`src/rtl/boot_pkg.sv`:
```
// Shared definitions for the boot loader: record target codes, header size,
// last EEPROM address and the sequencer state type.
package boot_pkg;

  // Record target codes found in the first header byte.
  localparam logic [7:0] BOOT_TGT_CONTROL       = 8'h00;
  localparam logic [7:0] BOOT_TGT_MLU_SLICE     = 8'h01;
  localparam logic [7:0] BOOT_TGT_MLU_LOOKAHEAD = 8'h02;
  localparam logic [7:0] BOOT_TGT_END           = 8'hFF;

  // Header bytes per record: TARGET, LEN_LO, LEN_HI.
  localparam int BOOT_HDR_LEN = 3;

  // Highest EEPROM byte address; reading past it is an image error.
  localparam logic [16:0] BOOT_ROM_LAST = 17'h1_FFFF;

  typedef enum logic [3:0] {
    ST_HDR_T    = 4'd0,
    ST_HDR_L    = 4'd1,
    ST_HDR_H    = 4'd2,
    ST_DATA_RD  = 4'd3,
    ST_WE_SETUP = 4'd4,
    ST_WE_PULSE = 4'd5,
    ST_WE_HOLD  = 4'd6,
    ST_DONE     = 4'd7,
    ST_ERROR    = 4'd8
  } boot_state_e;

  // True for the three writable-store target codes (not END).
  function automatic logic boot_tgt_known(input logic [7:0] code);
    case (code)
      BOOT_TGT_CONTROL,
      BOOT_TGT_MLU_SLICE,
      BOOT_TGT_MLU_LOOKAHEAD: return 1'b1;
      default:                return 1'b0;
    endcase
  endfunction

endpackage

```
`src/rtl/boot_rom_reader.sv`:
```
// EEPROM byte reader. While req is high it holds rom_addr with rom_n_oe low
// for ROM_WAIT+1 cycles, then pulses valid for one cycle with the byte on data
// and advances the address. The address never wraps: once the byte at
// ROM_LAST has been taken, overflow stays high.
// Ports: clk, rst_n (async, active low), req (read wanted), rom_data (EEPROM
// byte), rom_addr / rom_n_oe (EEPROM side), valid / data (sampled byte),
// overflow (last address consumed, including the consuming cycle).
module boot_rom_reader
  import boot_pkg::*;
#(
  parameter int          ROM_WAIT = 2,
  parameter logic [16:0] ROM_LAST = BOOT_ROM_LAST
) (
  input  logic        clk,
  input  logic        rst_n,
  input  logic        req,
  input  logic [7:0]  rom_data,
  output logic [16:0] rom_addr,
  output logic        rom_n_oe,
  output logic        valid,
  output logic [7:0]  data,
  output logic        overflow
);

  localparam int            CW       = (ROM_WAIT > 1) ? $clog2(ROM_WAIT + 1) : 1;
  localparam logic [CW-1:0] CNT_LAST = CW'(ROM_WAIT);

  logic [CW-1:0] cnt_r;
  logic [16:0]   addr_r;
  logic          ovf_r;
  logic          valid_s;
  logic          at_last_s;

  assign valid_s   = req & (cnt_r == CNT_LAST);
  assign at_last_s = (addr_r == ROM_LAST);

  // Access-time counter: restarts for every byte and whenever no read is wanted.
  always_ff @(posedge clk or negedge rst_n) begin
    if (!rst_n) begin
      cnt_r <= '0;
    end else if (valid_s || !req) begin
      cnt_r <= '0;
    end else begin
      cnt_r <= cnt_r + CW'(1);
    end
  end

  // Address advance after each sampled byte; sticks at ROM_LAST instead of wrapping.
  always_ff @(posedge clk or negedge rst_n) begin
    if (!rst_n) begin
      addr_r <= 17'd0;
      ovf_r  <= 1'b0;
    end else if (valid_s && at_last_s) begin
      ovf_r  <= 1'b1;
    end else if (valid_s) begin
      addr_r <= addr_r + 17'd1;
    end
  end

  // Output enable follows the request from the first cycle out of reset,
  // so the first byte gets its full access window.
  assign rom_n_oe = ~(req & rst_n);
  assign rom_addr = addr_r;
  assign valid    = valid_s;
  assign data     = rom_data;
  assign overflow = ovf_r | (valid_s & at_last_s);

endmodule

```
`src/rtl/boot_loader.sv`:
```
// Boot sequencer: walks the EEPROM image record by record and turns each data
// byte into a setup / N_WE pulse / hold write cycle on the selected store.
// Ports: CLK, N_RST (async, active low); ROM_DATA / ROM_ADDR / ROM_N_OE to the
// EEPROM; WR_ADDR / WR_DATA plus CONTROL_N_WE, MLU_SLICE_N_WE,
// MLU_LOOKAHEAD_N_WE to the stores; N_BOOTED (low after a clean END record)
// and BOOT_ERR (sticky image error).
module boot_loader
  import boot_pkg::*;
#(
  parameter int          ROM_WAIT  = 2,
  parameter int          WE_CYCLES = 1,
  parameter logic [16:0] ROM_LAST  = BOOT_ROM_LAST
) (
  input  logic        CLK,
  input  logic        N_RST,
  input  logic [7:0]  ROM_DATA,
  output logic [16:0] ROM_ADDR,
  output logic        ROM_N_OE,
  output logic [15:0] WR_ADDR,
  output logic [7:0]  WR_DATA,
  output logic        CONTROL_N_WE,
  output logic        MLU_SLICE_N_WE,
  output logic        MLU_LOOKAHEAD_N_WE,
  output logic        N_BOOTED,
  output logic        BOOT_ERR
);

  localparam int             WCW     = $clog2(WE_CYCLES + 1);
  localparam logic [WCW-1:0] WE_LAST = WCW'(WE_CYCLES - 1);

  boot_state_e    state_r, state_s;
  logic [1:0]     tgt_r, tgt_nx;
  logic [15:0]    len_r, len_nx;
  logic [15:0]    wr_addr_r, wr_addr_nx;
  logic [7:0]     wr_data_r, wr_data_nx;
  logic [WCW-1:0] we_cnt_r, we_cnt_nx;
  logic [2:0]     n_we_r, n_we_nx;      // {lookahead, slice, control}
  logic           n_booted_r, n_booted_nx;
  logic           boot_err_r, boot_err_nx;

  logic           rd_req_s, rd_valid_s, rd_ovf_s;
  logic [7:0]     rd_data_s;
  logic           last_byte_s;

  assign rd_req_s    = (state_r == ST_HDR_T) || (state_r == ST_HDR_L) ||
                       (state_r == ST_HDR_H) || (state_r == ST_DATA_RD);
  assign last_byte_s = (wr_addr_r == (len_r - 16'd1));

  boot_rom_reader #(.ROM_WAIT(ROM_WAIT), .ROM_LAST(ROM_LAST)) u_reader (
    .clk      (CLK),
    .rst_n    (N_RST),
    .req      (rd_req_s),
    .rom_data (ROM_DATA),
    .rom_addr (ROM_ADDR),
    .rom_n_oe (ROM_N_OE),
    .valid    (rd_valid_s),
    .data     (rd_data_s),
    .overflow (rd_ovf_s)
  );

  // State register.
  always_ff @(posedge CLK or negedge N_RST) begin
    if (!N_RST) begin
      state_r <= ST_HDR_T;
    end else begin
      state_r <= state_s;
    end
  end

  // Next state. Any move into a reading state after the EEPROM is exhausted is an error.
  always_comb begin
    state_s = state_r;
    case (state_r)
      ST_HDR_T: begin
        if (!rd_valid_s)                                    state_s = state_r;
        else if (rd_data_s == BOOT_TGT_END)                 state_s = ST_DONE;
        else if (!boot_tgt_known(rd_data_s) || rd_ovf_s)    state_s = ST_ERROR;
        else                                                state_s = ST_HDR_L;
      end
      ST_HDR_L: begin
        if (!rd_valid_s)   state_s = state_r;
        else if (rd_ovf_s) state_s = ST_ERROR;
        else               state_s = ST_HDR_H;
      end
      ST_HDR_H: begin
        if (!rd_valid_s)                            state_s = state_r;
        else if (rd_ovf_s)                          state_s = ST_ERROR;
        else if ({rd_data_s, len_r[7:0]} == 16'd0)  state_s = ST_HDR_T;
        else                                        state_s = ST_DATA_RD;
      end
      ST_DATA_RD: begin
        if (rd_valid_s) state_s = ST_WE_SETUP;
        else            state_s = state_r;
      end
      ST_WE_SETUP: state_s = ST_WE_PULSE;
      ST_WE_PULSE: begin
        if (we_cnt_r == WE_LAST) state_s = ST_WE_HOLD;
        else                     state_s = state_r;
      end
      ST_WE_HOLD: begin
        if (rd_ovf_s)         state_s = ST_ERROR;
        else if (last_byte_s) state_s = ST_HDR_T;
        else                  state_s = ST_DATA_RD;
      end
      ST_DONE:  state_s = ST_DONE;
      ST_ERROR: state_s = ST_ERROR;
      default:  state_s = ST_ERROR;
    endcase
  end

  // Next values of datapath and output flops. N_WE is decoded from the next
  // state so the pulse lines up exactly with WE_PULSE.
  always_comb begin
    tgt_nx     = tgt_r;
    len_nx     = len_r;
    wr_addr_nx = wr_addr_r;
    wr_data_nx = wr_data_r;
    we_cnt_nx  = '0;
    n_we_nx    = 3'b111;
    if (rd_valid_s) begin
      case (state_r)
        ST_HDR_T:   tgt_nx = rd_data_s[1:0];
        ST_HDR_L:   len_nx = {len_r[15:8], rd_data_s};
        ST_HDR_H: begin
          len_nx     = {rd_data_s, len_r[7:0]};
          wr_addr_nx = 16'd0;
        end
        ST_DATA_RD: wr_data_nx = rd_data_s;
        default:    tgt_nx = tgt_r;
      endcase
    end else begin
      tgt_nx = tgt_r;
    end
    if ((state_r == ST_WE_HOLD) && (state_s == ST_DATA_RD)) begin
      wr_addr_nx = wr_addr_r + 16'd1;
    end else begin
      wr_addr_nx = wr_addr_nx;
    end
    if ((state_r == ST_WE_PULSE) && (state_s == ST_WE_PULSE)) begin
      we_cnt_nx = we_cnt_r + WCW'(1);
    end else begin
      we_cnt_nx = '0;
    end
    if (state_s == ST_WE_PULSE) begin
      case (tgt_r)
        2'd0:    n_we_nx = 3'b110;
        2'd1:    n_we_nx = 3'b101;
        2'd2:    n_we_nx = 3'b011;
        default: n_we_nx = 3'b111;
      endcase
    end else begin
      n_we_nx = 3'b111;
    end
    n_booted_nx = (state_s != ST_DONE);
    boot_err_nx = (state_s == ST_ERROR);
  end

  // Datapath and output flops; reset forces every write enable high at once.
  always_ff @(posedge CLK or negedge N_RST) begin
    if (!N_RST) begin
      tgt_r      <= 2'd0;
      len_r      <= 16'd0;
      wr_addr_r  <= 16'd0;
      wr_data_r  <= 8'd0;
      we_cnt_r   <= '0;
      n_we_r     <= 3'b111;
      n_booted_r <= 1'b1;
      boot_err_r <= 1'b0;
    end else begin
      tgt_r      <= tgt_nx;
      len_r      <= len_nx;
      wr_addr_r  <= wr_addr_nx;
      wr_data_r  <= wr_data_nx;
      we_cnt_r   <= we_cnt_nx;
      n_we_r     <= n_we_nx;
      n_booted_r <= n_booted_nx;
      boot_err_r <= boot_err_nx;
    end
  end

  assign WR_ADDR            = wr_addr_r;
  assign WR_DATA            = wr_data_r;
  assign CONTROL_N_WE       = n_we_r[0];
  assign MLU_SLICE_N_WE     = n_we_r[1];
  assign MLU_LOOKAHEAD_N_WE = n_we_r[2];
  assign N_BOOTED           = n_booted_r;
  assign BOOT_ERR           = boot_err_r;

endmodule

```
`config.mk`:
```
export PLATFORM = sky130hd
export DESIGN_NAME = boot_loader
export DESIGN_NICKNAME = d
export VERILOG_FILES = /design/src/rtl/boot_pkg.sv /design/src/rtl/boot_rom_reader.sv /design/src/rtl/boot_loader.sv
export SDC_FILE = /design/constraint.sdc
export NUM_CORES = 1
export LEC_CHECK = 0
export CAP_MARGIN = 10
export CORE_MARGIN = 2
export CORE_UTILIZATION = 30
export CTS_BUF_LIST = sky130_fd_sc_hd__clkbuf_16
export DETAILED_ROUTE_END_ITERATION = 7
export GPL_TIMING_DRIVEN = 0
export SYNTH_ARGS = -nofsm -noshare
export SYNTH_HDL_FRONTEND = slang
export SYNTH_SLANG_ARGS = --single-unit
export TNS_END_PERCENT = 1
```
`constraint.sdc`:
```
create_clock -name CLK -period 2.81 [get_ports CLK]
set_clock_uncertainty 0.05 [all_clocks]
set_input_delay 0.562 -clock CLK [delete_from_list [all_inputs] [get_ports CLK]]
set_output_delay 0.562 -clock CLK [all_outputs]
set_load 0.005 [all_outputs]
```
Yosys cells after proc, flatten, opt, wreduce, memory -nomap -nowiden

Cells that the tools add are included.

Word-level logic and storage cells: 93
Flip-flop bits (word level): 72
Output and inout port bits: 47

Add/sub/neg operators: 5
Equality and inequality tests: 19
Reduce and logical (&&, ||, !) cells: 23
Bitwise logic cells: 8
Muxes and demuxes: 25

Operators by type and width:

| cell                                                                 | number |
|---|---|
| 16-bit 2-to-1 mux                                                    | 3 |
| 4-bit 2-to-1 mux                                                     | 10 |
| 16-bit one-hot mux with 2 select lines                               | 1 |
| 4-bit one-hot mux with 8 select lines                                | 1 |
| 4-bit by 3-bit == test with 1-bit output, second input constant      | 5 |
| 17-bit by 1-bit adder with 17-bit output, second input constant      | 1 |
| 17-bit == test, second input constant                                | 1 |
| 16-bit by 1-bit adder with 16-bit output, second input constant      | 1 |
| 16-bit == test                                                       | 1 |
| 16-bit zero test                                                     | 1 |
| 16-bit by 1-bit subtractor with 16-bit output, second input constant | 1 |
| 4-bit by 2-bit == test with 1-bit output, second input constant      | 3 |
| 3-bit one-hot mux with 3 select lines                                | 1 |
| 8-bit by 1-bit == test with 1-bit output, second input constant      | 1 |
| 8-bit by 2-bit == test with 1-bit output, second input constant      | 1 |
| 8-bit == test, second input constant                                 | 1 |
| 8-bit zero test                                                      | 1 |
| 2-bit AND reduction                                                  | 4 |
| 2-bit 2-to-1 mux                                                     | 3 |
| 3-bit AND reduction                                                  | 2 |
| 1-bit logical OR                                                     | 5 |
| 1-bit 2-to-1 mux                                                     | 5 |
| 2-bit == test, second input constant                                 | 2 |
| 4-bit by 1-bit == test with 1-bit output, second input constant      | 1 |
| 15 further kinds                                                     | 24 |

Longest topological paths before layout

Gate-level depths: netlist of the first run.

Depth after elaboration: 17
Depth in mapped cells: 15

Cells and area by module

A second synthesis of the first run with hierarchy kept.

Cell total of the unflattened synthesis: 432
Area total of the unflattened synthesis: 4057.6 µm²

Modules (own cells, without submodules):

| module          | times used | area each (µm²) | seq. area each (µm²) | cells an instance |
|---|---|---|---|---|
| boot_loader     | 1          | 3075.4          | 1306.3               | 345 |
| boot_rom_reader | 1          | 982.2           | 500.5                | 87 |

Least setup slack after synthesis of the first run

No wires, ideal clock.

Path kind: register to register
From: reg len_r[2]
To: reg wr_addr_r[9] (netlist: WR_ADDR[9])
Path slack: 134 ps
Setup time: 118 ps
Required time: 2642 ps
Period minus slack after synthesis: 2676 ps
Data arrival time: 2508 ps
Stages on the path, launching flop included: 12
Path buffers: 3
Path through: dfrtp_1 buf_6 or4_4 or4_1 a311oi_1 a221oi_1 nor2_1 a211o_2 buf_6 buf_6 a21oi_1 a21o_1

Word-level cells in the longest chain between the ends: 9
Elaborated cells between the ends (all ways): 15
Those cells by class: add/sub (1); eq/ne (2); mux (7); reduce/logical (5)

RTL lines:

| what                                                                                     | RTL line                              | text |
|---|---|---|
| start: declaration                                                                       | boot_loader.sv:33                     | `logic [15:0] len_r, len_nx;` |
| start signal: assignment                                                                 | boot_loader.sv:171                    | `len_r <= len_nx;` |
| 16-bit by 1-bit subtractor with 16-bit output / 16-bit zero test (equally long branches) | boot_loader.sv:47, boot_loader.sv:88  |  |
| 16-bit == test / 2-bit 2-to-1 mux (equally long branches)                                | boot_loader.sv:47, boot_loader.sv:88  |  |
| 2-bit 2-to-1 mux / 4-bit 2-to-1 mux (equally long branches)                              | boot_loader.sv:102, boot_loader.sv:87 |  |
| 4-bit 2-to-1 mux, on equally long branches                                               | boot_loader.sv:101, boot_loader.sv:86 |  |
| 4-bit one-hot mux with 8 select lines *                                                  | boot_loader.sv:73                     | `case (state_r)` |
| 4-bit by 2-bit == test with 1-bit output *                                               | boot_loader.sv:134                    | `if ((state_r == ST_WE_HOLD) && (state_s == ST_DATA_RD)) begin` |
| 1-bit logical AND *                                                                      | boot_loader.sv:134                    |  |
| 2-bit nonzero test (no line)                                                             | --                                    |  |
| 2-bit AND reduction (no line)                                                            | --                                    |  |
| end signal: assignment                                                                   | boot_loader.sv:172                    | `wr_addr_r <= wr_addr_nx;` |
| end: declaration                                                                         | boot_loader.sv:34                     | `logic [15:0] wr_addr_r, wr_addr_nx;` |

Mark *: on every way between the ends. The rest lies on a longest branch, timed or not.
A chain may end at the register's enable or synchronous reset.

Final worst setup path of the first run

Same ends and word-level chain as after synthesis.

==> results list, run 1 <==
- The flow ran to the end, and the final reports show no timing, DRC or antenna violations.
* HPWL after detailed placement: 7.05 mm
- At the worst endpoint, the required time is slightly below 3000 ps.
- The number of placed instances, taps included, is 637.
- Total congestion overflow after global routing: 0
- Number of buffer cells added on primary ports: 56
- 57 I/O pins were placed.
* Clock tree buffer depth: 2
* Pin count of the biggest net entering global routing: 72
* Clock root cell: sky130_fd_sc_hd__clkbuf_16
* Iteration count of the initial detailed-routing pass: 4
- Highest Clock Rate: between 0.3 and 0.4 GHz
* Cell area power density: 449 nW/um^2
- The finished layout holds 660 standard cells, fillers aside.
- Headroom to the max-slew limit: between 60% and 70%
- The final number of max-transition violations is 0.
* Number of warnings reported in the yosys synthesis log: 0
- Summed over all cells, the static leakage comes to about 0.0021 uW.
- Die extent in y: approximately 120 um
* Inserted Diodes: 0
- Worst setup margin: roughly 2 ps
- WL final: 10.1 mm
- The critical path in this run is classified as reg2reg.
- Of all flip-flops after synthesis, the portion carrying an async set or reset was between 90% and 100%.
- Counting flops with a built-in enable in the synthesized netlist gives 0.
* First-pass GRT wire length: roughly 17 mm
- Number of unique standard cell types used by synthesis: just over 60
- In the routed design, unresolved DRC markers number 0.
* Via count of the first global-routing pass: 3287
- The die covers 14200 sq um.
- Post-Synthesis Cell Area: between 3000 and 4000 sq um
- The cell count after synthesis came out at between 400 and 500.
* Fin Hold WS: 141 ps
- Leading cell types in the layout, fill and taps excluded: sky130_fd_sc_hd__dfrtp_1, sky130_fd_sc_hd__clkdlybuf4s50_1, sky130_fd_sc_hd__nand2_1, sky130_fd_sc_hd__nand3_1, sky130_fd_sc_hd__xnor2_1
- Biggest cell delay along the critical path: 540 ps
- Number of H-tree levels: 3
- Finish-stage setup viols: 0
- Global routing used between 10% and 20% of the available tracks.
- Main synth FF type: sky130_fd_sc_hd__dfrtp_1
* CTS clk-pin slew, worst paths: ~60 ps
- Startpoint types: register
- The smallest clock period supported by the final layout is computed as about 2800 ps.
- Total CTS buffers: 9
* Top fanout value on the critical path: 10
- Once the floorplan was initialized, standard cells occupied between 30% and 40% of the core.
* Pin slew with the least headroom to its limit: ~590 ps
- Final Wtd Congestion: 0.852
- Worst skew pair latency: ~330 ps
- Final hold viol count: 0
- In the final design database the tool counted between 400 and 500 nets.
* Clk sink count: 72
* Critical Path, Cell by Cell: buf_6, or4_4, or4_4, a311oi_2, a221oi_2, nor2_1, a211o_2, buf_8, buf_8, a21oi_1, a21o_1
- Synthesis produced a netlist with a net count of 419.
* Number of hold buffers added after cts: 0
* TritonCTS clock tree: built
* Crit path arrival time: between 2000 and 3000 ps
* RSZ-0062 raised after global routing: yes
* IR Drop Worst-Case VDD: 0.334 mV
- Number of maximum-capacitance constraint violations: 0
* Most common cell after layout, fill and taps aside: sky130_fd_sc_hd__dfrtp_1
- Initial antenna violation count: 0
- After floorplanning, the core was sized to cover 13100 sq um.
* Chip Width: around 120 um
* Portion of the post-synthesis area used by sequential elements: between 40% and 50%
- Overall via count from detail_route: between 3000 and 4000
- Of the cells placed in the final design, the portion with a size suffix greater than 1 is a little under a fifth.
- Number of routed nets with antenna violations: 0
* Avg Inst Size Synth: 9.82 sq um
- Flops & latches, synth: around 70
- DRC violation total after the first TritonRoute iteration: 284
- Standard-cell rows: 42
- Slowest stage cell on the critical path: sky130_fd_sc_hd__or4_4
- After detailed routing, the number of vias per cell comes to around 5.
* Classification of the worst-slack hold path: in2async
- Setup tns final: 0 ps
- The worst setup path is captured at a register.
- Synth-to-Final Area Change: 33.3%
* DP Worst Slack: -326 ps
- After detailed routing, the average wire length per cell comes to approximately 15 um.
- Final critical-path share of the clock period: roughly 100%
## metal layers
layer | part of all wire [%] | global-route usage [%]
met1 | 47 | 19.7
met2 | 45 | 23.0
met3 | 6.9 | 5.27
met4 | 1.1 | 4.61
met5 | 0 | 0
## cell type report
type / count / area [sq um]
timing repair buffer: 64 / 651
multi-input combinational: 304 / 2130
buffer: 17 / 123
tap: 176 / 220
clock buffer: 9 / 225
inverter: 11 / 41.3
sequential: 72 / 1810
clock inverter: 7 / 88.8
fill: 1258 / 7800
## Yosys cell counts, types with 3 or more instances
cell type | number | area share, %
sky130_fd_sc_hd__nand3_1 | 30 | 3.8
sky130_fd_sc_hd__nand2b_1 | 5 | 0.79
sky130_fd_sc_hd__clkbuf_1 | 12 | 1.1
sky130_fd_sc_hd__nor2b_1 | 11 | 1.7
sky130_fd_sc_hd__o21bai_2 | 4 | 1.1
sky130_fd_sc_hd__inv_1 | 11 | 1.0
sky130_fd_sc_hd__nand2_1 | 46 | 4.4
sky130_fd_sc_hd__nor2_1 | 24 | 2.3
sky130_fd_sc_hd__a21oi_1 | 9 | 1.1
sky130_fd_sc_hd__mux2_2 | 20 | 5.7
sky130_fd_sc_hd__o21ai_1 | 3 | 0.38
sky130_fd_sc_hd__nor3b_1 | 8 | 1.5
sky130_fd_sc_hd__xor2_1 | 4 | 0.88
sky130_fd_sc_hd__o21ai_0 | 15 | 1.9
sky130_fd_sc_hd__mux2i_1 | 4 | 1.0
sky130_fd_sc_hd__ha_1 | 5 | 1.6
sky130_fd_sc_hd__dfstp_2 | 4 | 2.6
sky130_fd_sc_hd__and3_1 | 12 | 1.9
sky130_fd_sc_hd__buf_6 | 4 | 1.1
sky130_fd_sc_hd__xnor2_1 | 27 | 6.0
sky130_fd_sc_hd__dfrtp_1 | 68 | 43
sky130_fd_sc_hd__or3_1 | 3 | 0.47
sky130_fd_sc_hd__nor4_1 | 6 | 0.95
sky130_fd_sc_hd__a21o_1 | 5 | 0.95
sky130_fd_sc_hd__a31oi_1 | 3 | 0.47
sky130_fd_sc_hd__nand4_1 | 10 | 1.6
sky130_fd_sc_hd__nor3_1 | 6 | 0.76
## flip-flops by register name (all words and copies together) (netlist names)
| register | count |
|---|---|
| BOOT_ERR | 1 |
| WR_DATA | 8 |
| u_reader.cnt_r | 2 |
| N_BOOTED | 1 |
| state_r | 4 |
| WR_ADDR | 16 |
| u_reader.rom_addr | 17 |
| n_we_r | 3 |
| len_r | 16 |
| we_cnt_r | 1 |
| u_reader.ovf_r | 1 |
| tgt_r | 2 |
## critical path, delay by kind of cell, from the launching register on
kind | cells | cell delay [ps]
and+or+nand+nor | 3 | 1150
AOI/OAI and AO/OA | 5 | 690
buffers and inverters | 3 | 420
DFF | 1 | 370
## report_power, final
group          internal (uW)  leakage (uW)  total (uW)  switching (uW)
sequential              1050      0.000896        1060            13.8
clock                    771      0.000158        1220             447
combinational           44.7       0.00109        92.4            47.7
## path summary, 6_finish.rpt
kind,from,end,slack (ps),cells after the start
max,len_r[2],WR_ADDR[9],2,11
min,N_RST,n_we_r[2],140,1
max reg2reg,len_r[2],WR_ADDR[9],2,11
min reg2reg,u_reader.cnt_r[0],u_reader.cnt_r[0],380,1
max in group asynchronous,N_RST,N_BOOTED,2170,2
min in group CLK,u_reader.cnt_r[0],u_reader.cnt_r[0],380,1
## kinds of logic after synthesis
kind of cell,count (synthesis),share of synthesized area (%)
adders and majority gates,5,1.58
muxes,24,6.69
and+or+nand+nor,179,24.1
buffers and inverters,28,3.50
DFF,72,45.6
xor gates and xnor gates,31,6.85
AOI/OAI and AO/OA,64,11.7
other,1,0.0945
## metrics by stage
stage	total power (uW)	area [sq um]	util (%)
after global placement	1170	4750	36.3
after global routing	2480	5290	40.4
after floorplan	1110	3970	-
after detailed placement	1180	4770	36.5
final	2380	5290	40.4
after CTS	2400	5150	39.3
## repair_timing
action	4_1_cts	5_1_grt
endpoints found under the setup margin	28	29
gates resized for setup	12	23
buffers inserted	1	6
hold endpoints to repair	0	0
pin swaps	6	10
cloned	0	0
Note: power is estimated with default switching activity, not from simulation.
==> run 2, diff against run 1 <==
==> constraint.sdc (replaced) <==
create_clock -name CLK -period 2.81 [get_ports CLK]
set_clock_uncertainty 0.05 [all_clocks]
set_input_delay 0.562 -clock CLK [delete_from_list [all_inputs] [get_ports CLK]]
set_output_delay 0.562 -clock CLK [all_outputs]
set_load 0.01 [all_outputs]
==> results of run 2 <==
The final DEF is identical to that of run 1. Status: finished clean.
==> run 3, diff against run 2 <==
--- a/config.mk
+++ b/config.mk
@@ -6,7 +6,6 @@
 export NUM_CORES = 1
 export LEC_CHECK = 0
 export CAP_MARGIN = 10
-export CORE_MARGIN = 2
 export CORE_UTILIZATION = 30
 export CTS_BUF_LIST = sky130_fd_sc_hd__clkbuf_16
 export DETAILED_ROUTE_END_ITERATION = 7
==> run 3 against run 2 <==
Effect of this change: global-route usage grew 0.44 points; highest routed layer unchanged; sequential cell count unchanged; largest power group is now registers; critical path depth unchanged.
==> results list, run 3 (same netlist as run 1, synthesis figures left out) <==
* Status: finished clean
- The detailed router finished its first iteration with approximately 170 violations.
- Sequential cells account for between 40% and 50% of the total power.
* Share of layout cells above drive strength 1: 18.8%
* Worst reg2reg path depth: 11
* CTS clk-pin slew, worst paths: roughly 60 ps
- Highest Clock Rate: 0.357 GHz
- Endpoint class of the critical path: register
* Crit path arrival time: between 2000 and 3000 ps
- First-pass GRT wire length: approximately 16 mm
- Following the worst setup path forward leads to its endpoint at WR_ADDR[9].
* Final nets: 500
* Initial Util: roughly 31%
- Power comes to ~2200 uW.
- Number of buffer cells added on primary ports: 56
- Slowest stage cell on the critical path: sky130_fd_sc_hd__or4_4
- Synth-to-Final Area Change: 32.4%
- WL final: between 9 and 10 mm
- The register with the most flip-flops in the layout has 17 of them.
* Iteration count of the initial detailed-routing pass: 6
* Total congestion overflow after global routing: 0
- met2 is the most crowded layer.
* Internal power: approximately 1700 uW
- At the end of the flow the core is filled with cells to between 40 and 50%.
- The library cell used most frequently in the layout, excluding fill and tap cells, is sky130_fd_sc_hd__dfrtp_1.
- Number of H-tree levels: 3
* Placeable Area: roughly 13000 sq um
* Met3 Usage GRT: 5.61%
- CTS placed an instance of sky130_fd_sc_hd__clkbuf_16 at the clock tree root.
* Final Wtd Congestion: between 0.8 and 0.9
- RSZ-0062 raised after global routing: yes
* Inserted Diodes: 0
- Once layout is complete, the cells apart from fillers number around 660.
- The analysis attributes to cell leakage a power of roughly 0.0021 uW.
- The share of total power dissipated in the clock network is a little under half.
- VDD sags by at most around 0.37 mV.
- Startpoint types: register
- Number of maximum-capacitance constraint violations: 0
- Total CTS buffers: 9
* Clock tree buffer depth: 2
- Fraction of power consumed by combinational cells: ~4.4%
* Fin Hold WS: around 390 ps
* Chip Width: 117 um
* Overall via count from detail_route: between 3000 and 4000
- In this run the tightest slew margin relative to its limit is about three fifths.
- Dividing the detail-routed wire length by the instance count gives 14.5 um.
- The final number of max-transition violations is 0.
- The worst register-to-register path ends at WR_ADDR[9].
- Number of routed nets with antenna violations: 0
* Worst skew pair latency: around 340 ps
- Global routing consumed, on the met2 layer, around a quarter of the routing resources.
- Switching power: 495 uW
- Walking the worst path, the cells encountered are buf_6, or4_4, or4_4, a311oi_2, a221oi_2, nor2_1, a211o_2, buf_6, buf_8, a21oi_1, a21o_1.
* Cell area power density: between 400 and 500 nW/um^2
* Initial antenna violation count: 0
* Total Routing Usage GR: 15.4%
- The path class of the tightest hold or removal check is reg2reg.
- HPWL after detailed placement: 6.83 mm
- At the pin with the least slew margin, the transition time is 618 ps.
* Filler cells: 1249
- Leading cell types in the layout, fill and taps excluded: sky130_fd_sc_hd__dfrtp_1, sky130_fd_sc_hd__clkdlybuf4s50_1, sky130_fd_sc_hd__nand2_1, sky130_fd_sc_hd__nand3_1, sky130_fd_sc_hd__xnor2_1
- Source of the worst register-to-register timing path: len_r[2]
- Via count of the first global-routing pass: about 3200
- Met1 Usage GRT: 18.7%
* Top fanout value on the critical path: 10
* Die area: around 14000 sq um
* Post-layout minimum cycle time: ~2800 ps
- The setup check on the worst reg-to-reg path leaves a slack of between 7 and 8 ps.
- Vias per cell: ~5
- Crit Path Category: reg2reg
- Entering global routing, the biggest net connects between 70 and 80 pins.
- Final hold viol count: 0
- Critical Path RT: between 2000 and 3000 ps
- 57 I/O pins were placed.
- After detailed routing, the number of remaining DRC violations is 0.
- Net switching is between 20% and 30% of the power.
* Biggest cell delay along the critical path: approximately 530 ps
- Cell count after placement: around 630
- TritonCTS built the clock tree.
- Setup violations remaining at the end of the flow were counted as 0.
- Die extent in y: ~120 um
- Standard-cell rows: 41
* Clk sink count: between 70 and 80
- Final critical-path share of the clock period: between 90% and 100%
- The most critical setup path has its startpoint at len_r[2].
-- run 3: routing by layer --
metal / wire, um / up-vias
met1: 4240 / 1613
li1: - / 1612
met2: 4670 / 83
met4: 157 / 0
met3: 534 / 13
met5: 0 / -
-- run 3: what timing repair did --
| item | 4_1_cts | 5_1_grt |
|---|---|---|
| gates resized for setup | 16 | 15 |
| pin swaps | 7 | 9 |
| hold endpoints to repair | 1 | 0 |
| setup endpoints to repair | 28 | 29 |
| setup buffers | 5 | 7 |
| hold buffers | 1 | 0 |
-- run 3: final cells by class --
class	count	area (sq um)	share of cell area, %
Buffer	17	113	2.14
Clock buffer	9	225	4.29
Clock inverter	7	41.3	0.786
Inverter	11	41.3	0.786
Multi-Input combinational cell	304	2120	40.3
Sequential cell	72	1810	34.4
Tap cell	172	215	4.10
Timing Repair Buffer	70	688	13.1
-- run 3: worst min path at each step --
| stage | start | to | slack (ps) | depth (start not counted) |
|---|---|---|---|---|
| after floorplan | N_RST | BOOT_ERR | 220 | 0 |
| final | u_reader.cnt_r[0] | u_reader.cnt_r[0] | 390 | 1 |
| after CTS | u_reader.cnt_r[0] | u_reader.cnt_r[0] | 390 | 1 |
| after global routing | u_reader.cnt_r[0] | u_reader.cnt_r[0] | 410 | 1 |
| after global placement | u_reader.cnt_r[0] | u_reader.cnt_r[0] | 360 | 1 |
| after detailed placement | N_RST | WR_ADDR[12] | 310 | 1 |
-- run 3: power groups by stage --
stage / combinational (uW) / sequential, uW / clock (uW)
global route: 108 / 1070 / 1100
CTS: 98.2 / 1070 / 1060
floorplan: 27.4 / 1080 / 0
global placement: 89.7 / 1080 / 0
detailed placement: 96.2 / 1080 / 0
finish: 96.2 / 1070 / 1020
-- run 3: critical path, delay by kind of cell, from the launching register on --
kind                   cells  cell delay (ps)
AO/OA/AOI/OAI              5              720
flip-flops                 1              370
AND/OR/NAND/NOR            3             1130
buffers and inverters      3              420
-- run 3: per-stage QoR --
step | TNS [ps] | cell area (sq um) | worst slack (ps)
3_3_place_gp | -102090 | 4740 | -1960
5_1_grt | -1460 | 5250 | -110
3_5_place_dp | -6000 | 4770 | -316
4_1_cts | -23.8 | 5150 | -23.8
6_report | 0 | 5250 | 7.66
2_1_floorplan | 0 | 3970 | 134
